`config.mk`:
```
export PLATFORM = sky130hd
export DESIGN_NAME = rr_onehot_arbiter
export DESIGN_NICKNAME = d
export VERILOG_FILES = /design/src/rtl/rr_onehot_arbiter.sv
export SDC_FILE = /design/constraint.sdc
export NUM_CORES = 1
export LEC_CHECK = 0
export ABC_AREA = 0
export BUFFER_PORTS_ARGS = -buffer_cell sky130_fd_sc_hd__buf_4
export CAP_MARGIN = 5
export CORE_MARGIN = 3
export CORE_UTILIZATION = 48
export CTS_BUF_LIST = sky130_fd_sc_hd__clkbuf_4 sky130_fd_sc_hd__clkbuf_8 sky130_fd_sc_hd__clkbuf_16
export DETAILED_ROUTE_END_ITERATION = 8
export PLACE_DENSITY_LB_ADDON = 0.2
export REMOVE_ABC_BUFFERS = 1
export SYNTH_ARGS = -nofsm -noshare
export SYNTH_HDL_FRONTEND = slang
export SYNTH_SLANG_ARGS = --single-unit
export TNS_END_PERCENT = 1
```
`constraint.sdc`:
```
create_clock -name clk -period 1.79 [get_ports clk]
set_clock_uncertainty 0.1 [all_clocks]
set_input_delay 0.0895 -clock clk [delete_from_list [all_inputs] [get_ports clk]]
set_output_delay 0.0895 -clock clk [all_outputs]
set_load 0.1 [all_outputs]
```
`src/rtl/rr_onehot_arbiter.sv`:
```
`default_nettype none
// ============================================================================
// Module   : rr_onehot_arbiter
// Brief    : Round-robin arbiter with a one-hot-or-zero grant and a hold limit.
// Revision : 1.0 - initial release
// ============================================================================
module rr_onehot_arbiter #(
    parameter int N        = 4,
    parameter int MAX_HOLD = 8
) (
    input  logic                 clk,
    input  logic                 rst,
    input  logic [N-1:0]         req_i,
    input  logic [N-1:0]         done_i,
    output logic [N-1:0]         grant_o,
    output logic [$clog2(N)-1:0] grant_id_o,
    output logic                 busy_o,
    output logic                 timeout_o
);

    localparam int             IDW         = $clog2(N);
    localparam logic [IDW:0]   c_N         = (IDW+1)'(N);
    localparam logic [IDW-1:0] c_LAST_IDX  = IDW'(N-1);
    localparam logic [7:0]     c_HOLD_LAST = 8'(MAX_HOLD-1);

    typedef enum logic [0:0] {
        S_IDLE  = 1'b0,
        S_OWNED = 1'b1
    } state_t;

    state_t         state_q;
    logic [N-1:0]   grant_q;
    logic [IDW-1:0] grant_id_q;
    logic [IDW-1:0] owner_q;
    logic [IDW-1:0] ptr_q;
    logic [7:0]     hold_cnt_q;
    logic           timeout_q;

    logic [IDW-1:0] w_scan_idx [N];
    logic [IDW-1:0] w_sel_idx;
    logic           w_any_req;
    logic [N-1:0]   w_sel_onehot;
    logic           w_own_done;
    logic           w_own_req;
    logic           w_hold_last;
    logic           w_release;
    logic           w_timeout;
    logic [IDW-1:0] w_ptr_next;

    // Scan order starting at the priority pointer, wrapping modulo N.
    for (genvar k = 0; k < N; k++) begin : g_scan
        logic [IDW:0] w_sum;
        assign w_sum         = {1'b0, ptr_q} + (IDW+1)'(k);
        assign w_scan_idx[k] = (w_sum >= c_N) ? IDW'(w_sum - c_N) : IDW'(w_sum);
    end

    // Walk from lowest to highest priority so the highest-priority hit wins.
    always_comb begin
        w_sel_idx = '0;
        w_any_req = 1'b0;
        for (int k = N-1; k >= 0; k--) begin
            if (req_i[w_scan_idx[k]]) begin
                w_sel_idx = w_scan_idx[k];
                w_any_req = 1'b1;
            end
        end
    end

    for (genvar i = 0; i < N; i++) begin : g_onehot
        assign w_sel_onehot[i] = (w_sel_idx == IDW'(i));
    end

    assign w_own_done  = done_i[owner_q];
    assign w_own_req   = req_i[owner_q];
    assign w_hold_last = (hold_cnt_q == c_HOLD_LAST);
    assign w_release   = w_own_done | ~w_own_req | w_hold_last;
    // A timeout is flagged only when the limit is the sole release cause.
    assign w_timeout   = w_hold_last & w_own_req & ~w_own_done;
    assign w_ptr_next  = (owner_q == c_LAST_IDX) ? '0 : owner_q + IDW'(1);

    always_ff @(posedge clk) begin
        if (rst) begin
            state_q    <= S_IDLE;
            grant_q    <= '0;
            grant_id_q <= '0;
            owner_q    <= '0;
            ptr_q      <= '0;
            hold_cnt_q <= '0;
            timeout_q  <= 1'b0;
        end else begin
            timeout_q <= 1'b0;
            case (state_q)
                S_IDLE: begin
                    if (w_any_req) begin
                        state_q    <= S_OWNED;
                        grant_q    <= w_sel_onehot;
                        grant_id_q <= w_sel_idx;
                        owner_q    <= w_sel_idx;
                        hold_cnt_q <= '0;
                    end
                end
                S_OWNED: begin
                    if (w_release) begin
                        state_q    <= S_IDLE;
                        grant_q    <= '0;
                        grant_id_q <= '0;
                        ptr_q      <= w_ptr_next;
                        hold_cnt_q <= '0;
                        timeout_q  <= w_timeout;
                    end else begin
                        hold_cnt_q <= hold_cnt_q + 8'd1;
                    end
                end
                default: begin
                    state_q <= S_IDLE;
                    grant_q <= '0;
                end
            endcase
        end
    end

    assign grant_o    = grant_q;
    assign grant_id_o = grant_id_q;
    assign busy_o     = |grant_q;
    assign timeout_o  = timeout_q;

endmodule
`default_nettype wire

```
==> results of run 1 <==
worst max-delay path by stage:
| stage | from | end | slack, ns |
|---|---|---|---|
| after global routing | owner_q[1]$_SDFFE_PP0P_ | hold_cnt_q[5]$_SDFFE_PP0P_ | -0.17 |
| after detailed placement | hold_cnt_q[3]$_SDFFE_PP0P_ | grant_o[3]$_SDFFE_PP0P_ | -0.13 |
| after CTS | hold_cnt_q[5]$_SDFFE_PP0P_ | grant_o[3]$_SDFFE_PP0P_ | -0.11 |
| final | owner_q[1]$_SDFFE_PP0P_ | hold_cnt_q[4]$_SDFFE_PP0P_ | -0.08 |
| after global placement | hold_cnt_q[3]$_SDFFE_PP0P_ | grant_o[3]$_SDFFE_PP0P_ | -0.1 |
| after floorplan | owner_q[1]$_SDFFE_PP0P_ | hold_cnt_q[7]$_SDFFE_PP0P_ | -0.23 |
stage by stage:
step | cell area, um^2 | total power (W)
floorplan | 979.7 | 0.0006696
global placement | 1244 | 0.0007520
detailed placement | 1244 | 0.0007573
CTS | 1341 | 0.001146
global route | 1418 | 0.001202
finish | 1418 | 0.001166
cell families after synthesis:
family,Yosys count,synth area share [%]
and+or+nand+nor,58,32.29
AOI/OAI and AO/OA,28,17.40
DFF,20,40.05
buffers and inverters,9,3.503
muxes,3,4.255
adders and majority gates,2,2.503
synth_stat cells, types with 2 or more instances:
| master | count | share of area [%] |
|---|---|---|
| a21oi_1 | 11 | 5.5 |
| a31oi_1 | 5 | 3.1 |
| clkbuf_1 | 4 | 1.5 |
| dfxtp_1 | 20 | 40 |
| ha_1 | 2 | 2.5 |
| inv_1 | 4 | 1.5 |
| mux2i_1 | 2 | 2.0 |
| nand2_1 | 16 | 6.0 |
| nand2b_1 | 8 | 5.0 |
| nand3_1 | 8 | 4.0 |
| nand3b_1 | 2 | 1.5 |
| nor2_1 | 8 | 3.0 |
| nor2b_1 | 2 | 1.3 |
| o21ai_0 | 4 | 2.0 |
| o2bb2ai_1 | 2 | 1.8 |
| or2_2 | 2 | 1.3 |
| or3_1 | 2 | 1.3 |
| or4_1 | 2 | 1.5 |
power groups by stage:
stage	logic (W)	registers, W	clock network (W)
final	0.000296	0.000484	0.000386
after global routing	0.000312	0.000488	0.000402
after CTS	0.000274	0.000484	0.000388
after detailed placement	0.000264	0.000493	0
after global placement	0.000261	0.000491	0
after floorplan	0.000116	0.000554	0
layout make-up:
cell class / instances / area share (%)
Tap cell: 25 / 2.207
Timing Repair Buffer: 34 / 20.48
Inverter: 4 / 1.059
Clock inverter: 1 / 2.118
Clock buffer: 3 / 1.589
Multi-Input combinational cell: 91 / 44.04
Sequential cell: 20 / 28.51
routing by layer:
metal	share of wire, %	up-vias
met5	0	-
met4	2.7	0
met3	6.8	10
met2	48	55
met1	43	481
li1	-	496
worst reg2reg max path: cells and delay by family, from the launching register on:
| family | cells | cell delay (ns) |
|---|---|---|
| flip-flops | 1 | 0.36 |
| multiplexers | 1 | 0.55 |
| buffers and inverters | 2 | 0.31 |
| AND/OR/NAND/NOR | 2 | 0.34 |
| AO/OA/AOI/OAI | 1 | 0.14 |
flip-flops by register name (all words and copies together) (netlist names):
signal	cells
grant_id_o	2
timeout_o	1
state_q	1
ptr_q	2
hold_cnt_q	8
grant_o	4
owner_q	2
cell usage in the layout (no fill, tap or decap), types with 2 or more instances in the layout:
cell type,Yosys,final
buf_4,0,29
dfxtp_1,20,17
nand2_1,16,14
a21oi_1,11,10
nand2b_1,8,8
nor2_1,8,8
nand3_1,8,6
a31oi_1,5,5
inv_1,4,4
o21ai_0,4,4
clkbuf_4,0,3
dfxtp_2,0,3
or2_2,2,2
or3_1,2,2
nor2b_1,2,2
nand3b_1,2,2
nand2_2,0,2
nand3_2,0,2
ha_1,2,2
buf_6,0,2
what timing repair did:
action	in CTS	in global routing
hold buffers	1	0
endpoints found under the hold margin	16	0
buffers inserted	1	0
resized for setup	8	12
setup endpoints to repair	11	16
pin swaps	6	7
gates cloned	0	1
==> results.md, run 1 <==
- Num CTS Buffers: 3
- Chip Height: approximately 52 um
- Congestion Overflow GR: 0
- M2 GR Usage: 35.81%
- Final wirelength: 2697 um
- RSZ-0062 raised after global routing: true
- Die width: around 52 um
- Multi-input gate area: between 600 and 700 um^2
- First-pass GRT wire length: roughly 4400 um
- Warnings from Yosys: 0
- Port bufs: 17
- I/O Pins: 18
- Post-synth EDFFs: 0
- All-layer global routing usage: 22.23%
- CP peak stage delay: between 0.5 and 0.6 ns
- Antenna violations before repair: 0
- Max-slew headroom: ~77%
- Reg2Reg Launch Point: owner_q[1]$_SDFFE_PP0P_
- Met3 usage: around 3.7%
- Drt pass-1 iters: 4
- Clock buffer depth: 2
- Comb power frac: between 20% and 30%
- Grt met1 use: about 29%
- Synthesized area: 999.7 um^2
- Post-synth ARST share: 0%
- Clk slew on worst S/H paths: between 0.1 and 0.15 ns
- Nets: 166
- Die area: roughly 2700 um^2
- # rows: 15
- Synth Area per Inst: approximately 8.3 um^2
- Vias in the first global route: 978
- Hold Path Origin: req_i[2]
- WL/cell: about 15 um
- Sequential element share of the synthesized area: between 40 and 50%
- Clock root buffer: clkbuf_4
- CP endpoint kind: flop
- Drt via density: about 6
- GRT Max-Usage Layer: met2
- Worst skew pair latency: about 0.32 ns
- Logic depth of the worst path, buffers included: 6
- Sw Pwr: 0.0003642 W
- Critical R2R Capture: hold_cnt_q[4]$_SDFFE_PP0P_
- Core area: around 1800 um^2
- Synth Instances: 120
- GP Congestion: around 0.8
- Fin worst setup slack: -0.07528 ns
- Final setup vio count: 9
- Routed Antenna Nets: 0
- Final Max Slew Viols: 0
- # DRC: 0
- Post-synthesis cell type count: 34
- Max-Cap Viols: 0
- R2r setup slk: -0.08 ns
- Largest net degree at the start of global routing: 21
- Area Overhead vs Synth: 41.80%
- Ys flop type: dfxtp_1
- Net Sw Frac: approximately 31%
- Setup crit start kind: flop
- Inst Count DP: 171
- Max rail drop VDD: about 0.0006 V
- Fmax: 536.1 MHz
- DP Wirelength: 1680 um
- Final-layout fill cell count: roughly 140
- Worst Hold Depth: 5
- Hold Path End: grant_o[2]$_SDFFE_PP0P_
- R2R cell count: 6
- Clk pwr share: 33.1%
- Least-Margin Pin Slew: ~0.35 ns
- Hold Path Class: in -> reg
- Clock sinks: 20
- CTS tree: done
- DR iter-0 viols: between 40 and 50
- Failing checks: negative setup slack
- Power Density: a little over 800 nW/um^2
- Register area: ~400 um^2
- Hold Slack: about 0.18 ns
- Static Leak: ~0.57 nW
- Setup TNS: -0.4738 ns
- CP top delay family: multiplexers
- Worst path arrival time: approximately 2.0 ns
- DP Worst Slack: -0.1344 ns
- Crit-path slowest cell: mux4_2
- Crit Path Max Fanout: 5
- Final period util: 104.2%
- Crit path cell chain: mux4_2 > nor3b_4 > buf_6 > clkbuf_16 > nand3_2 > a31oi_1
- Outcome: finished with violations
- Synthesized flop and latch total: 20
- Fin util: 77.07%
- Share of cells above drive strength 1: a little under two fifths
- P_int: approximately 0.0008 W
- CP Class: reg -> reg
- Starting Density: 54.35%
- Final worst path period need: 1.865 ns
- # diodes: 0
- H-tree depth: 1
- Final-report hold violation count: 0
- Fin cells: around 180
- Via count: 1042
- Share of power burned in registers: between 40% and 50%
- Crit path buf inv count: 2
- Crit path required time: 1.94 ns
(Power assumes the default switching activity.)
==> run 2, diff against run 1 <==
--- a/config.mk
+++ b/config.mk
@@ -8,7 +8,7 @@
 export ABC_AREA = 0
 export BUFFER_PORTS_ARGS = -buffer_cell sky130_fd_sc_hd__buf_4
 export CAP_MARGIN = 5
-export CORE_MARGIN = 3
+export CORE_MARGIN = 5
 export CORE_UTILIZATION = 48
 export CTS_BUF_LIST = sky130_fd_sc_hd__clkbuf_4 sky130_fd_sc_hd__clkbuf_8 sky130_fd_sc_hd__clkbuf_16
 export DETAILED_ROUTE_END_ITERATION = 8
==> results.md, run 2 (same netlist as run 1, synthesis figures left out) <==
- Drt pass-1 iters: 7
- Die area: approximately 3100 um^2
- Routed Antenna Nets: 0
- CP Class: reg -> reg
- Nets: roughly 160
- CP peak stage delay: 0.54 ns
- Clk slew on worst S/H paths: ~0.11 ns
- CP top delay family: multiplexers
- Clock sinks: 20
- Hold Path Class: in -> reg
- I/O Pins: 18
- First-pass GRT wire length: just over 4000 um
- Final setup vio count: 5
- Area Overhead vs Synth: 28.79%
- Max rail drop VDD: around 0.00064 V
- Inst Count DP: 170
- Die width: between 50 and 60 um
- Vias in the first global route: 917
- All-layer global routing usage: 16.01%
- Fin worst setup slack: -0.01892 ns
- Final-report hold violation count: 0
- Core area: 1982 um^2
- Congestion Overflow GR: 0
- Starting Density: about half
- WL/cell: ~13 um
- Port bufs: 17
- DP Wirelength: around 1700 um
- # DRC: 0
- Least-Margin Pin Slew: approximately 0.32 ns
- Final Max Slew Viols: 0
- Final-layout fill cell count: approximately 180
- Crit-path slowest cell: mux4_2
- DR iter-0 viols: 31
- Crit path cell chain: mux4_2 > nor3b_4 > buf_4 > nand3b_1 > a31oi_1
- Max reg flops: 8
- Max-slew headroom: about four fifths
- Fin cells: between 150 and 200
- Final period util: 101.1%
- Crit Path Max Fanout: 11
- Top reg by flops: hold_cnt_q
- H-tree depth: 1
- Clock buffer depth: 2
- GP Congestion: 0.7573
- CTS tree: done
- # rows: 16
- Power Density: between 700 and 800 nW/um^2
- Post-CTS Setup Bufs: 0
- Final wirelength: around 2400 um
- Chip Height: about 56 um
- Antenna violations before repair: 0
- Clock root buffer: clkbuf_4
- Crit path buf inv count: 1
- Leading cell type in the layout, fill and taps excluded: buf_4
- Num CTS Buffers: 3
- Failing checks: negative setup slack
- Crit path required time: about 1.9 ns
- Final worst path period need: ~1.8 ns
- Setup crit start kind: flop
- Commonest cells after routing, fill and taps aside: 28 x buf_4, 19 x dfxtp_1, 16 x nand2_1, 11 x a21oi_1
- RSZ-0062 raised after global routing: true
- Worst skew pair latency: roughly 0.30 ns
- Hold Slack: between 0.15 and 0.2 ns
- # diodes: 0
- Via count: between 900 and 1000
- Largest net degree at the start of global routing: 21
- Static Leak: roughly 0.52 nW
- Max-Cap Viols: 0
- Fmax: 552.8 MHz
- Drt via density: between 5 and 6
- CP endpoint kind: flop
- Share of cells above drive strength 1: between 20 and 30%
- Outcome: finished with violations
- Worst path arrival time: 1.94 ns
==> run 2: cell types whose count changed in the layout (fill, tap and decap cells not counted), moves of 2 or more <==
cell     delta
dfxtp_1     +2
nand3_1     +2
o21ai_0     -2
buf_6       -2
dfxtp_2     -2
nand2_1     +2
o21ai_1     +3
nand3_2     -2
nand2_2     -2
==> run 2: where the power goes <==
part | total, W | switching, W | internal [W]
Combinational | 0.000271 | 0.000178 | 0.0000929
Clock | 0.000264 | 0.000140 | 0.000124
Sequential | 0.000484 | 0.0000187 | 0.000465
Total | 0.00102 | 0.000337 | 0.000682
==> run 2: layout make-up <==
| cell class | instances | area, um^2 | area share, % |
|---|---|---|---|
| clock buffers | 4 | 36.28 | 2.818 |
| inverters | 4 | 15.01 | 1.166 |
| multi-input cells | 91 | 580.6 | 45.09 |
| flip-flops and latches | 20 | 401.6 | 31.20 |
| well taps | 27 | 33.78 | 2.624 |
| repair buffers | 29 | 220.2 | 17.10 |
==> run 2: tightest hold or removal path, stage by stage <==
cell and delay, ns:
buf_4 0.13, o21ai_0 0.08, a21oi_1 0.13, nand2_1 0.07
o2bb2ai_1 0.06
==> run 2: what timing repair did <==
item	CTS	global route
endpoints found under the hold margin	7	0
hold buffers	1	0
endpoints found under the setup margin	13	13
resized for setup	4	2
pin swaps	2	0
==> run 2: metal layers <==
metal	GRT usage (%)	vias up	wire [um]
li1	-	488	-
met1	20.93	450	1054
met2	25.84	25	1125
met3	3.944	4	152
met4	4.861	0	19
met5	0	-	0
==> run 2: final timing paths <==
path	start	slack [ns]	end	depth (start not counted)
setup / recovery	owner_q[1]$_SDFFE_PP0P_	-0.02	hold_cnt_q[5]$_SDFFE_PP0P_	5
hold / removal	req_i[2]	0.19	grant_o[2]$_SDFFE_PP0P_	5
hold reg to reg	grant_o[2]$_SDFFE_PP0P_	0.39	grant_o[2]$_SDFFE_PP0P_	1
setup reg to reg	owner_q[1]$_SDFFE_PP0P_	-0.02	hold_cnt_q[5]$_SDFFE_PP0P_	5
==> run 2: per-stage QoR <==
stage	area [um^2]	power [W]	setup TNS, ns	setup slack (ns)	utilization, %
6_report	1287	0.001019	-0.06043	-0.01892	64.96
5_1_grt	1287	0.001060	-0.5962	-0.07979	64.96
4_1_cts	1281	0.001021	-0.05002	-0.02650	64.65
3_5_place_dp	1224	0.0007582	-0.3292	-0.06987	61.74
3_3_place_gp	1224	0.0007508	-0.06736	-0.03529	61.74
2_1_floorplan	979.7	0.0006696	-0.6377	-0.2332	-
